`src/rtl/keypad_cmd_encoder.sv`:
```
`timescale 1ns/1ps
// Scans a 4x4 active-low keypad, debounces whole-matrix scans and turns each
// accepted press into one registered cmd code; held keys never auto-repeat.
module keypad_cmd_encoder #(
  parameter int SCAN_CYCLES    = 4,
  parameter int DEBOUNCE_SCANS = 3,
  parameter int HOLD_CYCLES    = 10
) (
  input  logic       clock,
  input  logic       reset,
  output logic [3:0] rows,
  input  logic [3:0] cols,
  output logic [3:0] cmd,
  output logic       cmd_valid,
  output logic       key_down
);
  localparam int DW = (SCAN_CYCLES > 1) ? $clog2(SCAN_CYCLES) : 1;
  localparam int CW = $clog2(DEBOUNCE_SCANS + 1);
  localparam int HW = $clog2(HOLD_CYCLES + 1);
  localparam logic [DW-1:0] DWELL_LAST = DW'(SCAN_CYCLES - 1);
  localparam logic [CW-1:0] DEB_LAST   = CW'(DEBOUNCE_SCANS - 1);
  localparam logic [HW-1:0] HOLD_LAST  = HW'(HOLD_CYCLES - 1);
  localparam logic [3:0]    NO_CMD     = 4'b1111;

  typedef enum logic [1:0] {IDLE, DEBOUNCE, EMIT, RELEASE} state_t;

  logic [3:0]    cols_meta, cols_sync;
  logic [1:0]    row_idx;
  logic [DW-1:0] dwell;
  logic [11:0]   press_acc;
  logic          sample, scan_done;
  logic [15:0]   scan_vec;
  logic [4:0]    n_pressed;
  logic [3:0]    key_idx;
  logic          any_pressed, single_key;
  logic [3:0]    key_cmd;

  state_t        state, state_n;
  logic [3:0]    cand, cand_n;
  logic [CW-1:0] deb_cnt, deb_n;
  logic [CW-1:0] rel_cnt, rel_n;
  logic [HW-1:0] hold_cnt, hold_n;
  logic [3:0]    cmd_n;
  logic          vld_n, kd_n;

  function automatic logic [3:0] key_code(input logic [3:0] idx);
    case (idx)
      4'd0:    key_code = 4'd1;
      4'd1:    key_code = 4'd2;
      4'd2:    key_code = 4'd3;
      4'd3:    key_code = 4'b1010;
      4'd4:    key_code = 4'd4;
      4'd5:    key_code = 4'd5;
      4'd6:    key_code = 4'd6;
      4'd7:    key_code = 4'b1011;
      4'd8:    key_code = 4'd7;
      4'd9:    key_code = 4'd8;
      4'd10:   key_code = 4'd9;
      4'd11:   key_code = 4'b1100;
      4'd12:   key_code = 4'b1101;
      4'd13:   key_code = 4'd0;
      4'd14:   key_code = 4'b1110;
      default: key_code = NO_CMD;
    endcase
  endfunction

  assign sample    = (dwell == DWELL_LAST);
  assign scan_done = sample && (row_idx == 2'd3);
  // Row 3 is still on the synchronizer when the scan completes, so it joins live.
  assign scan_vec  = {~cols_sync, press_acc};

  always_comb begin
    n_pressed = '0;
    key_idx   = '0;
    for (int i = 0; i < 16; i++) begin
      if (scan_vec[i]) begin
        n_pressed = n_pressed + 5'd1;
        key_idx   = 4'(i);
      end
    end
  end

  assign any_pressed = |scan_vec;
  assign single_key  = (n_pressed == 5'd1) && (key_idx != 4'd15);
  assign key_cmd     = key_code(key_idx);

  always_ff @(posedge clock or posedge reset) begin
    if (reset) begin
      cols_meta <= 4'b1111;
      cols_sync <= 4'b1111;
      row_idx   <= 2'd0;
      dwell     <= '0;
      rows      <= 4'b1110;
      press_acc <= '0;
    end else begin
      cols_meta <= cols;
      cols_sync <= cols_meta;
      if (sample) begin
        dwell   <= '0;
        row_idx <= row_idx + 2'd1;
        rows    <= ~(4'b0001 << (row_idx + 2'd1));
        case (row_idx)
          2'd0:    press_acc[3:0]  <= ~cols_sync;
          2'd1:    press_acc[7:4]  <= ~cols_sync;
          2'd2:    press_acc[11:8] <= ~cols_sync;
          default: ;
        endcase
      end else begin
        dwell <= dwell + 1'b1;
      end
    end
  end

  always_comb begin
    state_n = state;
    cand_n  = cand;
    deb_n   = deb_cnt;
    rel_n   = rel_cnt;
    hold_n  = hold_cnt;
    cmd_n   = cmd;
    vld_n   = 1'b0;
    kd_n    = key_down;
    case (state)
      IDLE: begin
        if (scan_done && single_key) begin
          if (DEBOUNCE_SCANS == 1) begin
            state_n = EMIT;
            cmd_n   = key_cmd;
            vld_n   = 1'b1;
            kd_n    = 1'b1;
            hold_n  = '0;
          end else begin
            state_n = DEBOUNCE;
            cand_n  = key_cmd;
            deb_n   = CW'(1);
          end
        end
      end
      DEBOUNCE: begin
        if (scan_done) begin
          if (!single_key) begin
            state_n = IDLE;
          end else if (key_cmd != cand) begin
            cand_n = key_cmd;
            deb_n  = CW'(1);
          end else if (deb_cnt == DEB_LAST) begin
            state_n = EMIT;
            cmd_n   = cand;
            vld_n   = 1'b1;
            kd_n    = 1'b1;
            hold_n  = '0;
          end else begin
            deb_n = deb_cnt + 1'b1;
          end
        end
      end
      EMIT: begin
        if (hold_cnt == HOLD_LAST) begin
          state_n = RELEASE;
          cmd_n   = NO_CMD;
          rel_n   = '0;
        end else begin
          hold_n = hold_cnt + 1'b1;
        end
      end
      RELEASE: begin
        // The unused key position still blocks release, unlike in IDLE.
        if (scan_done) begin
          if (any_pressed) begin
            rel_n = '0;
          end else if (rel_cnt == DEB_LAST) begin
            state_n = IDLE;
            kd_n    = 1'b0;
            rel_n   = '0;
          end else begin
            rel_n = rel_cnt + 1'b1;
          end
        end
      end
    endcase
  end

  always_ff @(posedge clock or posedge reset) begin
    if (reset) begin
      state     <= IDLE;
      cand      <= '0;
      deb_cnt   <= '0;
      rel_cnt   <= '0;
      hold_cnt  <= '0;
      cmd       <= NO_CMD;
      cmd_valid <= 1'b0;
      key_down  <= 1'b0;
    end else begin
      state     <= state_n;
      cand      <= cand_n;
      deb_cnt   <= deb_n;
      rel_cnt   <= rel_n;
      hold_cnt  <= hold_n;
      cmd       <= cmd_n;
      cmd_valid <= vld_n;
      key_down  <= kd_n;
    end
  end
endmodule

```
`config.mk`:
```
export PLATFORM = sky130hd
export DESIGN_NAME = keypad_cmd_encoder
export DESIGN_NICKNAME = d
export VERILOG_FILES = /design/src/rtl/keypad_cmd_encoder.sv
export SDC_FILE = /design/constraint.sdc
export NUM_CORES = 1
export LEC_CHECK = 0
export CAP_MARGIN = 20
export CORE_ASPECT_RATIO = 1.1
export CORE_MARGIN = 2
export CORE_UTILIZATION = 64
export CTS_BUF_LIST = sky130_fd_sc_hd__clkbuf_2 sky130_fd_sc_hd__clkbuf_4 sky130_fd_sc_hd__clkbuf_8
export DETAILED_ROUTE_END_ITERATION = 8
export GPL_ROUTABILITY_DRIVEN = 1
export GPL_TIMING_DRIVEN = 0
export PLACE_DENSITY = 0.81
export SYNTH_ARGS = -nofsm -noshare
export SYNTH_HDL_FRONTEND = slang
export SYNTH_SLANG_ARGS = --single-unit
```
`constraint.sdc`:
```
create_clock -name clock -period 12.85 [get_ports clock]
set_input_delay 1.285 -clock clock [delete_from_list [all_inputs] [get_ports clock]]
set_output_delay 1.285 -clock clock [all_outputs]
set_load 0.01 [all_outputs]
```
==> flow_metrics.py <==
metrics = {
    "outcome": {
        "status": "complete, no violations",
    },
    "detailed_routing": {
        "routed_wl_um": 8080,
        "drcViolationCount": 0,
        "drt_iter0_markers": 132,
        "via_count": 3157,
        "firstDrtPassIters": 4,
        "ant_nets": 0,
        "viasPerCell": 5.70,
        "wl_per_cell_um": 14.6,
    },
    "worst_setup_path": {
        "start_kind": "flop",
        "cp_common_cell": "ha_1",
        "crit_arrival_ns": 10.92,
        "path_max_fanout": 8,
        "cpPeakStageDelay_ns": 0.41,
        "endpoint_kind": "flop",
        "required_ns": 13.05,
        "slowest_stage": "a2111oi_4",
        "critPathKind": "reg -> reg",
        "reg2reg_slack_ns": 2.13,
    },
    "sta": {
        "finalSetupTns_ns": 0,
        "rsz0062_at_grt": "false",
        "finalMaxSlewViolations": 0,
        "clock.fmax_mhz": 93.2,
        "period_minus_slack_ns": 10.72,
        "period_share_pct": 83.5,
        "slew_headroom_pct": 30.0,
        "hold_viol_final": 0,
        "skew_ns": 0.00568,
        "fin_ws_ns": 2.13,
        "fin_hold_ws_ns": 0.353,
        "tightest_slew_ns": 1.04,
        "setup_violations": 0,
    },
    "logic_synthesis": {
        "ys_async_sr_fraction_pct": 100,
        "ys.flop_type": "dfrtp_1",
        "ys_warn_count": 0,
        "synth.distinct_cells": 74,
        "synth_area_leaders": "dfrtp_1 20%, dfstp_2 9.6%, ha_1 8.6%",
        "synth_cells": 450,
        "ys_ff_latch": 48,
        "syn_area_sq_um": 4090,
        "synth_top_area_cell": "dfrtp_1",
        "syn_avg_cell_area_sq_um": 9.08,
        "synth_fp_nets": 484,
        "yosysSeqAreaShare_pct": 29.9,
        "synth_top_area_share_pct": 20.2,
        "synth_edf_count": 0,
    },
    "pwr": {
        "power.switching_mw": 0.292,
        "p_sw_share_pct": 41.7,
        "ir_worst_vdd_uv": 111,
        "pwr-share-seq_pct": 23.7,
        "power_frac_comb_pct": 60.3,
        "intPower_mw": 0.408,
        "power_density_nw_per_um2": 156,
        "leakagePower_nw": 1.93,
        "power.share.clock_pct": 16.0,
    },
    "clocking": {
        "cts.htree.levels": 2,
        "post_cts_buffers": 0,
        "cts_tree": "built",
        "cts_buffers": 5,
        "insertion_delay_ns": 0.30,
        "clockBufferDepth": 2,
        "clkTransAtPathRegs_ns": 0.09,
        "cts_resized": 0,
        "hold_buffers": 0,
        "cts.sinks": 48,
        "clock-root-buffer": "clkbuf_8",
    },
    "floorplan": {
        "rows": 30,
        "die_h_um": 87.8,
        "io_pins": 16,
        "die_w_um": 80.2,
        "design.core.area_sq_um": 6160,
        "die-area_sq_um": 7040,
        "start_util_pct": 66.4,
    },
    "cells_and_area": {
        "utilization_pct": 72.8,
        "area_growth_syn_to_layout_pct": 9.65,
        "finish.instance_area_sq_um": 4480,
        "nFillCells": 445,
        "drive_above_1_share_pct": 12.4,
        "layout_commonest_cell": "nand2_1",
        "layout_common_cells": "54 x nand2_1, 37 x nor2_1, 33 x dfrtp_1",
        "diodes": 0,
        "finalNetCount": 507,
    },
    "place": {
        "placed_area_sq_um": 4360,
        "dp_hpwl_um": 6250,
        "portBuffers": 15,
        "gp_congestion": 0.869,
        "dp_slack_ns": 2.16,
    },
    "global_route": {
        "grt_overflow": 0,
        "grt_antenna_before_repair": 0,
        "grt_pass1_vias": 3140,
        "grt_max_degree": 26,
        "grt_pass1_wl_um": 14000,
        "grt_util_all_layers_pct": 24.8,
    },
    "worst_hold_path": {
        "hold_path.class": "reg -> reg",
    },
    "flow_run": {
        "cap_violations": 0,
    },
}
-- per-stage QoR --
stage / power (mW) / instances
3_5_place_dp: 0.586 / 546
2_1_floorplan: 0.519 / 450
6_report: 0.700 / 554
4_1_cts: 0.701 / 554
5_1_grt: 0.763 / 554
3_3_place_gp: 0.572 / 545
-- area by class of cell --
cell class                 instances  area (sq um)  share of cell area (%)
inverter                          27           101                    2.26
clock buffer                       5          68.8                    1.54
timing repair buffer              16           178                    3.97
tap                               80           100                    2.23
sequential                        48          1220                    27.2
multi-input combinational        354          2660                    59.3
buffer                            21           109                    2.43
clock inverter                     3          47.5                    1.06
-- power groups by stage --
stage	Clock, mW	Sequential (mW)	Combinational (mW)
detailed placement	0	0.169	0.417
global placement	0	0.169	0.404
global route	0.119	0.167	0.476
finish	0.112	0.166	0.422
floorplan	0	0.167	0.352
CTS	0.115	0.166	0.421
-- flip-flops by register name, indices dropped and copies added, names as in the netlist, named ones only --
register	flops
cand	4
cmd	4
cmd_valid	1
cols_meta	4
cols_sync	4
deb_cnt	2
dwell	2
hold_cnt	4
key_down	1
press_acc	12
rel_cnt	2
row_idx	2
rows	4
state	1
-- per-layer routing --
metal | up-vias | track usage [%] | routed length [um]
li1 | 1605 | - | -
met1 | 1491 | 31.0 | 3530
met2 | 47 | 44.8 | 4210
met3 | 14 | 2.47 | 178
met4 | 0 | 8.32 | 159
met5 | - | 0 | 0
-- critical path: cells and delay by family (launching register included) --
family          cells  cell delay (ns)
flops               1             0.40
mux                 6             1.61
simple gates        8             1.27
buf+inv             5             0.42
compound gates     13             2.58
fa+ha+maj          14             3.91
xor+xnor            3             0.44
-- cells in the mapped netlist (all sizes together) (3+ instances only) --
master and n:
nor2 37, nor3 7, clkbuf 14, xnor3 6, a21oi 22, or3 3, or2 3, dfstp 15
and3 3, o21ai 30, inv 27, nand4 6, nor4b 3, o211ai 4, nor3b 3, a31oi 4
mux2 6, a2111oi 3, o21bai 3, nand2b 12, ha 28, nor2b 5, dfrtp 33, buf 7
o21a 4, nand3 8, xor2 22, mux2i 13, and2 4, xnor2 27, nand2 55
-- cell families after synthesis --
logic type	count (synthesis)	synth area share, %
AND/OR/NAND/NOR	156	18.8
flip-flops	48	29.9
AO/OA/AOI/OAI	93	14.8
multiplexers	20	5.48
buffers and inverters	48	5.15
XOR/XNOR	56	17.1
adder cells (fa/ha/maj)	29	8.82
-- path summary, 6_finish.rpt --
| path | from | endpoint | cells past startpoint |
|---|---|---|---|
| max | press_acc[1]$_DFFE_PP0P_ | cand[3]$_DFFE_PP0P_ | 49 |
| min | cols_meta[1]$_DFF_PP1_ | cols_sync[1]$_DFF_PP1_ | 0 |
| max reg2reg | press_acc[1]$_DFFE_PP0P_ | cand[3]$_DFFE_PP0P_ | 49 |
| min reg2reg | cols_meta[1]$_DFF_PP1_ | cols_sync[1]$_DFF_PP1_ | 0 |
| max in group asynchronous | reset | cols_meta[1]$_DFF_PP1_ | 3 |
| min in group asynchronous | reset | row_idx[0]$_DFFE_PP0P_ | 2 |
(Power assumes the default switching activity.)
